**config.mk**
```make
export PLATFORM = sky130hd
export DESIGN_NAME = johnson_seq_gen
export DESIGN_NICKNAME = d
export VERILOG_FILES = /design/src/rtl/johnson_seq_gen.sv
export SDC_FILE = /design/constraint.sdc
export NUM_CORES = 1
export LEC_CHECK = 0
export CORE_MARGIN = 8
export CORE_UTILIZATION = 40
export CTS_BUF_LIST = sky130_fd_sc_hd__clkbuf_8
export CTS_CLUSTER_DIAMETER = 100
export DETAILED_ROUTE_END_ITERATION = 8
export GPL_ROUTABILITY_DRIVEN = 0
export PLACE_DENSITY = 0.74
export SYNTH_ARGS = -nofsm -noshare
export SYNTH_HDL_FRONTEND = slang
export SYNTH_SLANG_ARGS = --single-unit
```
**constraint.sdc**
```tcl
create_clock -name clk -period 5.05 [get_ports clk]
set_clock_uncertainty 0.05 [all_clocks]
set_input_delay 1.2625 -clock clk [delete_from_list [all_inputs] [get_ports clk]]
set_output_delay 1.2625 -clock clk [all_outputs]
set_load 0.03 [all_outputs]
```
**src/rtl/johnson_seq_gen.sv**
```systemverilog
// Prescaled Johnson / ring sequence generator with direction control, load,
// illegal-state recovery and registered step/wrap strobes.
module johnson_seq_gen #(
  parameter int WIDTH = 4,
  parameter int DIV_W = 8,
  parameter int MODE  = 0
) (
  input  logic             clk,
  input  logic             rst_n,
  input  logic             en,
  input  logic             dir,
  input  logic [DIV_W-1:0] div,
  input  logic             load,
  input  logic [WIDTH-1:0] load_val,
  output logic [WIDTH-1:0] q,
  output logic             step,
  output logic             wrap,
  output logic             err
);

  localparam logic [WIDTH-1:0] HOME = (MODE == 1) ? WIDTH'(1) : '0;

  // Johnson: ones packed against the LSB or against the MSB (zero included).
  // Ring: exactly one bit set.
  function automatic logic is_legal(input logic [WIDTH-1:0] v);
    logic [WIDTH-1:0] inv;
    inv = ~v;
    if (MODE == 1)
      return (v != '0) && ((v & (v - WIDTH'(1))) == '0);
    else
      return ((v & (v + WIDTH'(1))) == '0) || ((inv & (inv + WIDTH'(1))) == '0);
  endfunction

  function automatic logic [WIDTH-1:0] shift_q(input logic [WIDTH-1:0] v,
                                               input logic             rev);
    if (MODE == 1)
      return rev ? {v[0], v[WIDTH-1:1]} : {v[WIDTH-2:0], v[WIDTH-1]};
    else
      return rev ? {~v[0], v[WIDTH-1:1]} : {v[WIDTH-2:0], ~v[WIDTH-1]};
  endfunction

  logic [DIV_W-1:0] pre;
  logic             pre_hit;
  logic             adv;
  logic             legal;
  logic [WIDTH-1:0] q_shift;

  // pre can sit above div after div is lowered; treat that as an immediate hit
  assign pre_hit = (pre >= div);
  assign adv     = en & pre_hit & ~load;
  assign legal   = is_legal(q);
  assign q_shift = shift_q(q, dir);

  always_ff @(posedge clk or negedge rst_n) begin
    if (!rst_n) begin
      q    <= HOME;
      pre  <= '0;
      step <= 1'b0;
      wrap <= 1'b0;
      err  <= 1'b0;
    end else if (load) begin
      q    <= load_val;
      pre  <= '0;
      step <= 1'b0;
      wrap <= 1'b0;
      err  <= 1'b0;
    end else begin
      step <= adv;
      wrap <= 1'b0;
      if (en)
        pre <= pre_hit ? '0 : pre + DIV_W'(1);
      if (adv) begin
        if (legal) begin
          q    <= q_shift;
          wrap <= (q_shift == HOME);
        end else begin
          // recovery replaces the shift and is never reported as a wrap
          q   <= HOME;
          err <= 1'b1;
        end
      end
    end
  end

endmodule

```
After elaboration in Yosys (flattened, before gate mapping)
Cells that the tools add are included.

word-level totals
  register bits after elaboration = 15
  input port bits = 17
  output and inout port bits = 7
  logic and storage cells = 39

operators by class
  $add $sub $neg = 3
  order comparisons = 1
  equal/unequal tests = 1
  mux-type cells = 14
  bitwise logic cells = 8
  reductions and logical operators = 7

operators by type and width
  operator                                                        number
  8-bit two-way mux                                               3
  4-bit two-way mux                                               4
  4-bit logical NOT                                               3
  4-bit by 1-bit adder with 4-bit output (second input constant)  2
  8-bit by 1-bit adder with 8-bit output (second input constant)  1
  4-bit AND                                                       2
  8-bit greater-or-equal comparator                               1
  1-bit two-way mux                                               7
  4-bit inverter                                                  1
  2-bit nonzero test                                              2
  1-bit inverter                                                  3
  1-bit AND                                                       2
  2-bit != test (second input constant)                           1
  2-bit AND reduction                                             1
  1-bit logical OR                                                1

Depth between registers and ports, before layout
Gate-level depths: netlist (run 1).

  word-level depth = 8
  mapped depth = 7
  gate-level depth less buffers = 7

Worst setup path after synthesis (run 1)
No wires, ideal clock.

  path kind = input -> register
  start point = in div[0]
  end point = reg q[0]
  setup time = 131 ps
  arrival time = 2718 ps
  data required time = 4869 ps
  path slack = 2151 ps
  stages = 6
  buffers on the path = 0
  path through = ha_1 -> nand2b_4 -> a2111o_1 -> a32oi_4 -> mux2i_1 -> o21ai_1

on the way
  longest elaborated chain between the ends = 4

ends and longest elaborated chain
  item                               RTL line  text
  start, declared                    12        input logic [DIV_W-1:0] div,
  8-bit greater-or-equal comparator  49        assign pre_hit = (pre >= div);
  1-bit AND (2 in a row)             50        assign adv = en & pre_hit & ~load;
  2-bit nonzero test (no line)       n/a
  end signal, assigned               62        q <= load_val;
  end signal, assigned               74        q <= q_shift;
  end, declared                      15        output logic [WIDTH-1:0] q,

Every way passes these cells.
A chain may end at the register's enable or synchronous reset.

Worst setup path in the final report (run 1)
Ends and elaborated chain as after synthesis.

==> results of run 1 <==
-- area by class of cell --
cell class / instances / area, sq um
Fill cell: 254 / 1150
Multi-Input combinational cell: 94 / 634
Sequential cell: 15 / 375
Timing Repair Buffer: 23 / 230
Inverter: 12 / 45.0
Clock buffer: 3 / 41.3
Tap cell: 30 / 37.5
Clock inverter: 1 / 3.75
-- kinds of logic after synthesis --
logic type                 count (synthesis)
AOI/OAI and AO/OA                         32
xor gates and xnor gates                   3
adders and majority gates                  9
buffers and inverters                     17
DFF                                       15
muxes                                      5
and+or+nand+nor                           45
-- worst max path at each step --
stage                     endpoint  slack, ns  cells after the start
after detailed placement      q[0]       1.61                      7
after global routing        pre[5]       1.79                      7
final                         q[0]       1.87                      7
after floorplan               q[0]       2.15                      6
after global placement        q[1]       1.66                      7
after CTS                     q[0]       1.87                      7
-- power groups by stage --
stage	Sequential, mW	Combinational [mW]	Clock [mW]
floorplan	0.138	0.0348	0
global placement	0.135	0.0627	0
detailed placement	0.135	0.0654	0
CTS	0.133	0.0654	0.0963
global route	0.135	0.0708	0.101
finish	0.134	0.0646	0.0941
-- through the flow --
step                hold slack, ns  power [mW]  setup WS, ns
floorplan                    0.478       0.172          2.15
global placement             0.456       0.198          1.66
detailed placement           0.458       0.201          1.61
CTS                          0.476       0.295          1.87
global route                 0.482       0.306          1.79
finish                       0.469       0.292          1.87
-- synthesized netlist by cell type --
master	number
sky130_fd_sc_hd__nor3_1	3
sky130_fd_sc_hd__and4_1	1
sky130_fd_sc_hd__a32oi_4	1
sky130_fd_sc_hd__dfrtp_1	15
sky130_fd_sc_hd__nor4_1	1
sky130_fd_sc_hd__xnor2_1	2
sky130_fd_sc_hd__buf_2	1
sky130_fd_sc_hd__nand2b_1	4
sky130_fd_sc_hd__xor2_1	1
sky130_fd_sc_hd__nand3_1	7
sky130_fd_sc_hd__o31ai_1	1
sky130_fd_sc_hd__o21ai_1	3
sky130_fd_sc_hd__a21oi_1	6
sky130_fd_sc_hd__nand2b_4	1
sky130_fd_sc_hd__o21ai_0	8
sky130_fd_sc_hd__and3_1	2
sky130_fd_sc_hd__a31oi_1	1
sky130_fd_sc_hd__o22ai_1	2
sky130_fd_sc_hd__nand2_1	15
sky130_fd_sc_hd__nor2b_1	1
sky130_fd_sc_hd__a22oi_1	2
sky130_fd_sc_hd__clkbuf_1	4
sky130_fd_sc_hd__and2_1	1
sky130_fd_sc_hd__o2111ai_1	1
sky130_fd_sc_hd__a211o_1	1
sky130_fd_sc_hd__a31oi_2	1
sky130_fd_sc_hd__a2111o_1	1
sky130_fd_sc_hd__nor2_1	9
sky130_fd_sc_hd__mux2i_1	5
sky130_fd_sc_hd__a22o_1	1
sky130_fd_sc_hd__inv_1	12
sky130_fd_sc_hd__a211oi_1	1
sky130_fd_sc_hd__a21boi_0	2
sky130_fd_sc_hd__ha_1	9
-- per-layer routing --
layer  track usage [%]  part of all wire (%)  vias up
li1                  -                     -      486
met1              13.6                    42      473
met2              18.8                    51       21
met3              4.25                   4.9        6
met4              4.60                   2.0        0
met5                 0                     0        -
-- critical path, delay by kind of cell --
family	cells	cell delay, ns
buf+inv	1	0.40
simple gates	1	0.13
mux	1	0.24
fa+ha+maj	1	0.29
compound gates	3	0.91
-- flip-flops by register name, indices dropped and copies added (netlist names) --
register  flops
err           1
pre           8
q             4
step          1
wrap          1
==> metrics.txt, run 1 <==
# TYPE chip_impl_metric gauge
chip_impl_metric{name="finalMaxSlewViolations",unit=""} 0
chip_impl_info{name="end_kind",value="flip-flop"} 1
chip_impl_metric{name="layout_min_cycle_time",unit="ns"} 3.18
chip_impl_metric{name="power.share.combinational",unit="%"} 22.1
chip_impl_metric{name="final_util",unit="%"} 54.2
chip_impl_metric{name="dieArea",unit="sq um"} 4600
chip_impl_metric{name="timing.reg2reg.worst_path_depth",unit=""} 7
chip_impl_info{name="synthTopCellsByArea",value="sky130_fd_sc_hd__dfrtp_1, sky130_fd_sc_hd__ha_1, sky130_fd_sc_hd__nand2_1"} 1
chip_impl_metric{name="first_iter_violations",unit=""} 48
chip_impl_metric{name="wl",unit="um"} 2450
chip_impl_info{name="status",value="complete, no violations"} 1
chip_impl_metric{name="die_width",unit="um"} 67.8
chip_impl_metric{name="fmax",unit="MHz"} 314
chip_impl_metric{name="p_leak",unit="nW"} 0.635
chip_impl_info{name="worst_hold_startpoint",value="err"} 1
chip_impl_metric{name="clk_latency",unit="ns"} 0.25
chip_impl_metric{name="post_cts_hold_buffer_count",unit=""} 0
chip_impl_metric{name="area.growth.synth_to_final",unit="%"} 27.2
chip_impl_metric{name="final_min_period_over_clock_period",unit="%"} 63.0
chip_impl_metric{name="synth.distinct_cells",unit=""} 34
chip_impl_metric{name="totalNegativeSetupSlack",unit="ns"} 0
chip_impl_metric{name="first_pass_grt_wire_length",unit="um"} 4110
chip_impl_metric{name="synth.avg_cell_area",unit="sq um"} 8.53
chip_impl_metric{name="ios",unit=""} 24
chip_impl_metric{name="placement_rows",unit=""} 18
chip_impl_metric{name="start_util",unit="%"} 42.6
chip_impl_info{name="regToRegStartpoint",value="pre[0]"} 1
chip_impl_info{name="synth_largest_area_cell",value="sky130_fd_sc_hd__dfrtp_1"} 1
chip_impl_metric{name="synth.mux.area_fraction",unit="%"} 4.66
chip_impl_metric{name="port_buffers",unit=""} 23
chip_impl_metric{name="worst-r2r-setup-slack",unit="ns"} 2.83
chip_impl_metric{name="cts.htree.levels",unit=""} 1
chip_impl_metric{name="cts.sink_count",unit=""} 15
chip_impl_metric{name="core_area",unit="sq um"} 2520
chip_impl_metric{name="synth_fp_nets",unit=""} 152
chip_impl_info{name="rsz_0062_raised_after_global_routing",value="no"} 1
chip_impl_metric{name="filler_free_cell_count_of_the_finished_design",unit=""} 178
chip_impl_info{name="cp-start-kind",value="input port"} 1
chip_impl_info{name="min_path_type",value="reg -> reg"} 1
chip_impl_metric{name="power.density",unit="nW/um^2"} 214
chip_impl_metric{name="synth-xor-area-share",unit="%"} 2.44
chip_impl_metric{name="hpwlAfterDp",unit="um"} 1970
chip_impl_metric{name="post_synth_inst_count",unit=""} 126
chip_impl_metric{name="report.final.setup_viol",unit=""} 0
chip_impl_metric{name="gr-usage-all-layers",unit="%"} 11.6
chip_impl_metric{name="synth_seq_area_share",unit="%"} 34.9
chip_impl_metric{name="detail_route.drc_violations",unit=""} 0
chip_impl_metric{name="tightestPinTransition",unit="ns"} 0.676
chip_impl_metric{name="layout-drive-gt1-share",unit="%"} 4.05
chip_impl_metric{name="power.internal",unit="mW"} 0.210
chip_impl_metric{name="synth_simple_gate_area_share",unit="%"} 20.4
chip_impl_metric{name="post_cts_resize_count",unit=""} 0
chip_impl_metric{name="wire_per_inst",unit="um"} 13.7
chip_impl_info{name="critical-path-slowest-cell",value="sky130_fd_sc_hd__a2111o_1"} 1
chip_impl_metric{name="worstPathRequired",unit="ns"} 5.11
chip_impl_info{name="cts_tree",value="done"} 1
chip_impl_info{name="criticalPathCategory",value="in -> reg"} 1
chip_impl_info{name="cts_root_buf",value="sky130_fd_sc_hd__clkbuf_8"} 1
chip_impl_metric{name="post-cts-setup-buffers",unit=""} 0
chip_impl_metric{name="crit_fanout",unit=""} 7
chip_impl_metric{name="antenna_found_initial",unit=""} 0
chip_impl_metric{name="layout.nets",unit=""} 175
chip_impl_metric{name="drv_cap",unit=""} 0
chip_impl_info{name="combinational_family_with_the_most_area_after_synthesis",value="compound AO/OA/AOI/OAI gates"} 1
chip_impl_metric{name="synth_fa_ha_area_share",unit="%"} 10.5
chip_impl_info{name="layout.cells.most_common",value="sky130_fd_sc_hd__clkdlybuf4s50_1"} 1
chip_impl_info{name="holdPathEnd",value="err"} 1
chip_impl_metric{name="worst-endpoint-arrival",unit="ns"} 3.24
chip_impl_metric{name="pwr-share-seq",unit="%"} 45.7
chip_impl_metric{name="total_of_warnings_raised_by_yosys",unit=""} 0
chip_impl_metric{name="cts_inserted_buffers",unit=""} 3
chip_impl_metric{name="antenna_cells_inserted",unit=""} 0
chip_impl_metric{name="postSynthRegisterBits",unit=""} 15
chip_impl_metric{name="number_of_global_route_vias_before_repair",unit=""} 927
chip_impl_metric{name="drt.antenna.violating_nets",unit=""} 0
chip_impl_metric{name="drt_pass1_iterations",unit=""} 4
chip_impl_metric{name="timing.max_slew.rel_slack",unit="%"} 54.8
chip_impl_metric{name="detailed_place.area",unit="sq um"} 1320
chip_impl_metric{name="vias",unit=""} 986
chip_impl_metric{name="pwr-share-clk",unit="%"} 32.2
chip_impl_metric{name="power.ir.vdd_worst",unit="V"} 0.000194
chip_impl_metric{name="worst_setup_hold_path_clk_slew",unit="ns"} 0.06
chip_impl_metric{name="power_switching",unit="mW"} 0.0823
chip_impl_metric{name="dieHeight",unit="um"} 67.8
chip_impl_metric{name="timing.hold.worst_path_depth",unit=""} 2
chip_impl_metric{name="post_layout_inst_area",unit="sq um"} 1370
chip_impl_metric{name="slowest_delay",unit="ns"} 0.46
chip_impl_info{name="reg_to_reg_critical_path_endpoint",value="q[0]"} 1
chip_impl_info{name="critical_path.startpoint",value="div[0]"} 1
chip_impl_metric{name="synth_largest_type_area_fraction",unit="%"} 34.9
chip_impl_metric{name="grt_overflow_total",unit=""} 0
chip_impl_metric{name="power.switching_fraction",unit="%"} 28.2
chip_impl_metric{name="grt_max_degree",unit=""} 21
chip_impl_metric{name="synth_compound_area_share",unit="%"} 21.1
chip_impl_info{name="final_cell_mix",value="sky130_fd_sc_hd__clkdlybuf4s50_1, sky130_fd_sc_hd__nand2_1, sky130_fd_sc_hd__dfrtp_1, sky130_fd_sc_hd__inv_1"} 1
chip_impl_metric{name="cts_buffer_depth",unit=""} 2
chip_impl_info{name="timing.critical_path.cells",value="clkdlybuf4s50_1, ha_1, nand2b_4, a2111o_1, a32oi_4, mux2i_1, o21ai_1"} 1
chip_impl_metric{name="hold_viol_final",unit=""} 0
chip_impl_metric{name="synth.cell_area",unit="sq um"} 1070
chip_impl_metric{name="post-place-cells",unit=""} 174
chip_impl_metric{name="vias_per_cell",unit=""} 5.54
(Power assumes the default switching activity.)
==> run 2, diff against run 1 <==
--- a/config.mk
+++ b/config.mk
@@ -11,7 +11,7 @@
 export CTS_CLUSTER_DIAMETER = 100
 export DETAILED_ROUTE_END_ITERATION = 8
 export GPL_ROUTABILITY_DRIVEN = 0
-export PLACE_DENSITY = 0.74
+export PLACE_DENSITY = 0.76
 export SYNTH_ARGS = -nofsm -noshare
 export SYNTH_HDL_FRONTEND = slang
 export SYNTH_SLANG_ARGS = --single-unit
==> constraint.sdc (replaced) <==
create_clock -name clk -period 2.9 [get_ports clk]
set_clock_uncertainty 0.05 [all_clocks]
set_input_delay 0.725 -clock clk [delete_from_list [all_inputs] [get_ports clk]]
set_output_delay 0.725 -clock clk [all_outputs]
set_load 0.03 [all_outputs]
==> metrics.txt, run 2 (same netlist as run 1, synthesis figures left out) <==
# TYPE chip_impl_metric gauge
chip_impl_metric{name="drt.antenna.violating_nets",unit=""} 0
chip_impl_metric{name="cts_buffer_depth",unit=""} 2
chip_impl_metric{name="gr-usage-all-layers",unit="%"} 11.7
chip_impl_metric{name="dieHeight",unit="um"} 67.8
chip_impl_metric{name="crit_fanout",unit=""} 7
chip_impl_metric{name="timing.hold.worst_path_depth",unit=""} 2
chip_impl_metric{name="port_buffers",unit=""} 23
chip_impl_metric{name="report.final.setup_viol",unit=""} 0
chip_impl_metric{name="vias",unit=""} 949
chip_impl_info{name="worst_hold_startpoint",value="err"} 1
chip_impl_metric{name="fmax",unit="MHz"} 379
chip_impl_metric{name="area.growth.synth_to_final",unit="%"} 27.9
chip_impl_info{name="final_cell_mix",value="sky130_fd_sc_hd__clkdlybuf4s50_1, sky130_fd_sc_hd__nand2_1, sky130_fd_sc_hd__dfrtp_1, sky130_fd_sc_hd__inv_1"} 1
chip_impl_metric{name="layout_setup_ws",unit="ns"} 0.261
chip_impl_info{name="holdPathEnd",value="err"} 1
chip_impl_metric{name="hold_viol_final",unit=""} 0
chip_impl_metric{name="layout.nets",unit=""} 176
chip_impl_metric{name="multi_input_comb_area",unit="sq um"} 634
chip_impl_info{name="cp-start-kind",value="input port"} 1
chip_impl_metric{name="ios",unit=""} 24
chip_impl_metric{name="worst_setup_hold_path_clk_slew",unit="ns"} 0.06
chip_impl_metric{name="wl",unit="um"} 2370
chip_impl_metric{name="tightestPinTransition",unit="ns"} 0.629
chip_impl_info{name="cts_root_buf",value="sky130_fd_sc_hd__clkbuf_8"} 1
chip_impl_metric{name="antenna_cells_inserted",unit=""} 0
chip_impl_info{name="end_kind",value="flip-flop"} 1
chip_impl_metric{name="detail_route.drc_violations",unit=""} 0
chip_impl_metric{name="cts.htree.levels",unit=""} 1
chip_impl_metric{name="post-cts-setup-buffers",unit=""} 0
chip_impl_metric{name="power.ir.vdd_worst",unit="V"} 0.000303
chip_impl_metric{name="layout-drive-gt1-share",unit="%"} 4.70
chip_impl_metric{name="largest_reg_flops",unit=""} 8
chip_impl_metric{name="dp_slack",unit="ns"} -0.00960
chip_impl_metric{name="first_iter_violations",unit=""} 67
chip_impl_info{name="status",value="complete, no violations"} 1
chip_impl_metric{name="clk_latency",unit="ns"} 0.25
chip_impl_metric{name="wire_per_inst",unit="um"} 13.3
chip_impl_metric{name="drv_cap",unit=""} 0
chip_impl_metric{name="filler_cell_count",unit=""} 245
chip_impl_info{name="regToRegStartpoint",value="pre[0]"} 1
chip_impl_metric{name="final_min_period_over_clock_period",unit="%"} 91.0
chip_impl_metric{name="post_cts_resize_count",unit=""} 0
chip_impl_metric{name="grt_overflow_total",unit=""} 0
chip_impl_info{name="top_regs",value="pre x8, q x4"} 1
chip_impl_metric{name="drt_pass1_iterations",unit=""} 4
chip_impl_metric{name="antenna_found_initial",unit=""} 0
chip_impl_metric{name="power.density",unit="nW/um^2"} 369
chip_impl_metric{name="post_cts_hold_buffer_count",unit=""} 0
chip_impl_metric{name="number_of_global_route_vias_before_repair",unit=""} 938
chip_impl_metric{name="grt_max_degree",unit=""} 20
chip_impl_metric{name="dieArea",unit="sq um"} 4600
chip_impl_metric{name="worst-endpoint-arrival",unit="ns"} 2.72
chip_impl_metric{name="p_total",unit="mW"} 0.508
chip_impl_info{name="criticalPathCategory",value="in -> reg"} 1
chip_impl_metric{name="layout_min_cycle_time",unit="ns"} 2.64
chip_impl_metric{name="start_util",unit="%"} 42.6
chip_impl_metric{name="placement_rows",unit=""} 18
chip_impl_metric{name="timing.max_slew.rel_slack",unit="%"} 57.9
chip_impl_info{name="min_path_type",value="reg -> reg"} 1
chip_impl_metric{name="vias_per_cell",unit=""} 5.30
chip_impl_metric{name="footprint_of_the_flip_flops_and_latches",unit="sq um"} 375
chip_impl_info{name="cts_tree",value="done"} 1
chip_impl_metric{name="timing.reg2reg.worst_path_depth",unit=""} 7
chip_impl_metric{name="hpwlAfterDp",unit="um"} 1940
chip_impl_metric{name="first_pass_grt_wire_length",unit="um"} 4090
chip_impl_metric{name="finalMaxSlewViolations",unit=""} 0
chip_impl_metric{name="cts.sink_count",unit=""} 15
chip_impl_metric{name="worstPathRequired",unit="ns"} 2.98
chip_impl_metric{name="cts_inserted_buffers",unit=""} 3
chip_impl_metric{name="worst-r2r-setup-slack",unit="ns"} 0.71
chip_impl_metric{name="p_leak",unit="nW"} 0.640
chip_impl_info{name="reg_to_reg_critical_path_endpoint",value="q[0]"} 1
chip_impl_info{name="rsz_0062_raised_after_global_routing",value="no"} 1
chip_impl_metric{name="core_area",unit="sq um"} 2520
chip_impl_metric{name="die_width",unit="um"} 67.8
chip_impl_info{name="layout.cells.most_common",value="sky130_fd_sc_hd__clkdlybuf4s50_1"} 1
chip_impl_info{name="max_flop_register",value="pre"} 1
-- run 2: cell count changes in the layout (fill, tap and decap cells not counted), sizes merged --
| cell | before | now |
|---|---|---|
| buf | 0 | 1 |
-- run 2: how the worst max path moves through the flow --
| stage | endpoint | startpoint | slack, ns |
|---|---|---|---|
| 2_1_floorplan | q[0] | div[0] | 0.54 |
| 3_3_place_gp | q[2] | div[0] | 0.07 |
| 3_5_place_dp | q[0] | div[0] | -0.01 |
| 4_1_cts | q[0] | div[0] | 0.26 |
| 5_1_grt | q[0] | div[0] | 0.18 |
| 6_report | q[0] | div[0] | 0.26 |
-- run 2: final cells by class --
type / count / area share (%)
timing repair buffer: 24 / 17.3
clock buffer: 3 / 3.00
clock inverter: 1 / 0.273
multi-input combinational: 94 / 46.1
sequential: 15 / 27.3
tap: 30 / 2.73
inverter: 12 / 3.28
-- run 2: critical path, stage by stage --
cell and delay [ns]:
sky130_fd_sc_hd__clkdlybuf4s50_1 0.42, sky130_fd_sc_hd__ha_1 0.30, sky130_fd_sc_hd__nand2b_4 0.13, sky130_fd_sc_hd__a2111o_1 0.46
sky130_fd_sc_hd__a32oi_4 0.37, sky130_fd_sc_hd__mux2i_1 0.25, sky130_fd_sc_hd__o21ai_1 0.07
-- run 2: where the power goes --
group / switching (mW) / internal, mW
Clock: 0.0686 / 0.0937
Sequential: 0.0154 / 0.217
Combinational: 0.0570 / 0.0559
-- run 2: metrics by stage --
stage                     setup TNS, ns  cells  area (sq um)  hold slack, ns  utilization [%]
final                                 0    179          1380           0.476             54.5
after global routing                  0    179          1380           0.499             54.5
after CTS                             0    179          1380           0.482             54.5
after detailed placement        -0.0118    175          1330           0.460             52.7
after global placement                0    175          1330           0.456             52.7
after floorplan                       0    126          1070           0.379                -
-- run 2: layer usage --
metal	part of all wire (%)	GRT usage [%]
met1	44	13.5
met2	49	18.5
met3	4.5	4.58
met4	1.9	6.14
met5	0	0
==> run 3, diff against run 2 <==
--- a/config.mk
+++ b/config.mk
@@ -12,6 +12,7 @@
 export DETAILED_ROUTE_END_ITERATION = 8
 export GPL_ROUTABILITY_DRIVEN = 0
 export PLACE_DENSITY = 0.76
+export SETUP_SLACK_MARGIN = 0.4
 export SYNTH_ARGS = -nofsm -noshare
 export SYNTH_HDL_FRONTEND = slang
 export SYNTH_SLANG_ARGS = --single-unit
==> metrics.txt, run 3 (same netlist as run 1, synthesis figures left out) <==
# TYPE chip_impl_metric gauge
chip_impl_metric{name="cts_inserted_buffers",unit=""} 3
chip_impl_metric{name="filler_cell_count",unit=""} 243
chip_impl_metric{name="dp_slack",unit="ns"} -0.00960
chip_impl_metric{name="tightestPinTransition",unit="ns"} 0.626
chip_impl_metric{name="ios",unit=""} 24
chip_impl_metric{name="power.density",unit="nW/um^2"} 364
chip_impl_metric{name="detailed_place.area",unit="sq um"} 1330
chip_impl_metric{name="path_buf_inv",unit=""} 2
chip_impl_metric{name="drt.antenna.violating_nets",unit=""} 0
chip_impl_metric{name="first_pass_grt_wire_length",unit="um"} 4100
chip_impl_metric{name="gr-usage-all-layers",unit="%"} 11.7
chip_impl_metric{name="footprint_of_the_flip_flops_and_latches",unit="sq um"} 375
chip_impl_metric{name="layout_min_cycle_time",unit="ns"} 2.44
chip_impl_metric{name="post_layout_inst_area",unit="sq um"} 1400
chip_impl_metric{name="wire_per_inst",unit="um"} 13.2
chip_impl_metric{name="core_area",unit="sq um"} 2520
chip_impl_info{name="rsz_0062_raised_after_global_routing",value="no"} 1
chip_impl_metric{name="slowest_delay",unit="ns"} 0.45
chip_impl_metric{name="hold_slack",unit="ns"} 0.476
chip_impl_metric{name="wl",unit="um"} 2380
chip_impl_metric{name="detail_route.drc_violations",unit=""} 0
chip_impl_metric{name="grt_overflow_total",unit=""} 0
chip_impl_info{name="layout.cells.most_common",value="sky130_fd_sc_hd__clkdlybuf4s50_1"} 1
chip_impl_metric{name="fmax",unit="MHz"} 410
chip_impl_metric{name="area.growth.synth_to_final",unit="%"} 30.3
chip_impl_metric{name="worst-endpoint-arrival",unit="ns"} 2.52
chip_impl_info{name="critical-path-slowest-cell",value="sky130_fd_sc_hd__clkdlybuf4s50_1"} 1
chip_impl_metric{name="p_total",unit="mW"} 0.509
chip_impl_info{name="top_regs",value="pre x8, q x4"} 1
chip_impl_info{name="cts_tree",value="done"} 1
chip_impl_info{name="end_kind",value="flip-flop"} 1
chip_impl_info{name="cts_root_buf",value="sky130_fd_sc_hd__clkbuf_8"} 1
chip_impl_metric{name="cts_buffer_depth",unit=""} 2
chip_impl_metric{name="cts.htree.levels",unit=""} 1
chip_impl_metric{name="dieArea",unit="sq um"} 4600
chip_impl_metric{name="filler_free_cell_count_of_the_finished_design",unit=""} 180
chip_impl_metric{name="vias_per_cell",unit=""} 5.31
chip_impl_metric{name="drv_cap",unit=""} 0
chip_impl_metric{name="multi_input_comb_area",unit="sq um"} 652
chip_impl_info{name="min_path_type",value="reg -> reg"} 1
chip_impl_metric{name="hold_viol_final",unit=""} 0
chip_impl_info{name="criticalPathCategory",value="in -> reg"} 1
chip_impl_info{name="timing.critical_path.cells",value="clkdlybuf4s50_1, inv_1, ha_1, and4_1, and2_4, a32oi_4, mux2i_1, o21ai_1"} 1
chip_impl_metric{name="grt_max_degree",unit=""} 20
chip_impl_metric{name="number_of_global_route_vias_before_repair",unit=""} 935
chip_impl_metric{name="layout-drive-gt1-share",unit="%"} 8.00
chip_impl_metric{name="post-place-cells",unit=""} 175
chip_impl_metric{name="antenna_cells_inserted",unit=""} 0
chip_impl_info{name="max_flop_register",value="pre"} 1
chip_impl_metric{name="post_cts_hold_buffer_count",unit=""} 0
chip_impl_metric{name="first_iter_violations",unit=""} 57
chip_impl_metric{name="layout.nets",unit=""} 177
chip_impl_metric{name="largest_reg_flops",unit=""} 8
chip_impl_metric{name="timing.max_slew.rel_slack",unit="%"} 58.1
chip_impl_info{name="cp_top_family",value="buffers and inverters"} 1
chip_impl_metric{name="layout_setup_ws",unit="ns"} 0.460
chip_impl_metric{name="drt_pass1_iterations",unit=""} 4
chip_impl_info{name="cp-start-kind",value="input port"} 1
chip_impl_info{name="status",value="complete, no violations"} 1
chip_impl_metric{name="crit_fanout",unit=""} 7
chip_impl_metric{name="port_buffers",unit=""} 23
chip_impl_metric{name="start_util",unit="%"} 42.6
chip_impl_metric{name="hpwlAfterDp",unit="um"} 1940
chip_impl_metric{name="cts.sink_count",unit=""} 15
chip_impl_metric{name="worstPathRequired",unit="ns"} 2.98
chip_impl_metric{name="antenna_found_initial",unit=""} 0
chip_impl_metric{name="finalMaxSlewViolations",unit=""} 0
chip_impl_metric{name="placement_rows",unit=""} 18
chip_impl_metric{name="p_leak",unit="nW"} 0.654
chip_impl_metric{name="dieHeight",unit="um"} 67.8
chip_impl_metric{name="final_min_period_over_clock_period",unit="%"} 84.1
chip_impl_info{name="final_cell_mix",value="sky130_fd_sc_hd__clkdlybuf4s50_1, sky130_fd_sc_hd__nand2_1, sky130_fd_sc_hd__dfrtp_1, sky130_fd_sc_hd__inv_1, sky130_fd_sc_hd__nor2_1"} 1
chip_impl_metric{name="power.ir.vdd_worst",unit="V"} 0.000303
chip_impl_metric{name="report.final.setup_viol",unit=""} 0
chip_impl_metric{name="worst_setup_hold_path_clk_slew",unit="ns"} 0.06
chip_impl_metric{name="clk_latency",unit="ns"} 0.25
chip_impl_metric{name="die_width",unit="um"} 67.8
chip_impl_metric{name="vias",unit=""} 955
[run 3: per-layer routing]
layer / vias to the layer above / part of all wire, % / GRT usage [%]
li1: 489 / - / -
met1: 443 / 44 / 13.7
met5: - / 0 / 0
met3: 5 / 5.1 / 4.58
met4: 0 / 1.9 / 6.14
met2: 18 / 49 / 18.3
[run 3: final timing paths]
path                       endpoint  slack (ns)  cells after the start  startpoint
hold reg to reg                 err        0.48                      2         err
max in group asynchronous    pre[6]        1.58                      1       rst_n
setup / recovery               q[0]        0.46                      8      div[6]
hold / removal                  err        0.48                      2         err
min in group asynchronous       err        0.82                      1       rst_n
setup reg to reg               q[0]        0.74                      7      pre[0]
[run 3: report_power, final]
| part | internal (mW) | leakage, nW | switching [mW] |
|---|---|---|---|
| registers | 0.217 | 0.201 | 0.0153 |
| logic | 0.0559 | 0.426 | 0.0578 |
| clock network | 0.0938 | 0.0269 | 0.0693 |
[run 3: layout make-up]
class | instances | area share (%)
timing repair buffer | 25 | 17.5
clock buffer | 3 | 2.95
tap | 30 | 2.68
multi-input combinational | 94 | 46.6
sequential | 15 | 26.8
clock inverter | 1 | 0.268
inverter | 12 | 3.22
[run 3: tightest hold or removal path, cell delays in order, from the launching register on]
cell	delay (ns)
sky130_fd_sc_hd__dfrtp_1	0.38
sky130_fd_sc_hd__inv_1	0.05
sky130_fd_sc_hd__a21oi_1	0.05
[run 3: repair_timing]
item                                    4_1_cts  5_1_grt
endpoints found under the setup margin       11        7
resized for setup                             4        4
setup buffers                                 1        0
pin swaps                                     6        6
[run 3: per-stage QoR]
stage	TNS (ns)	utilization, %
after global placement	0	52.7
after detailed placement	-0.0118	52.7
after CTS	0	54.8
after floorplan	0	-
after global routing	0	55.5
final	0	55.5
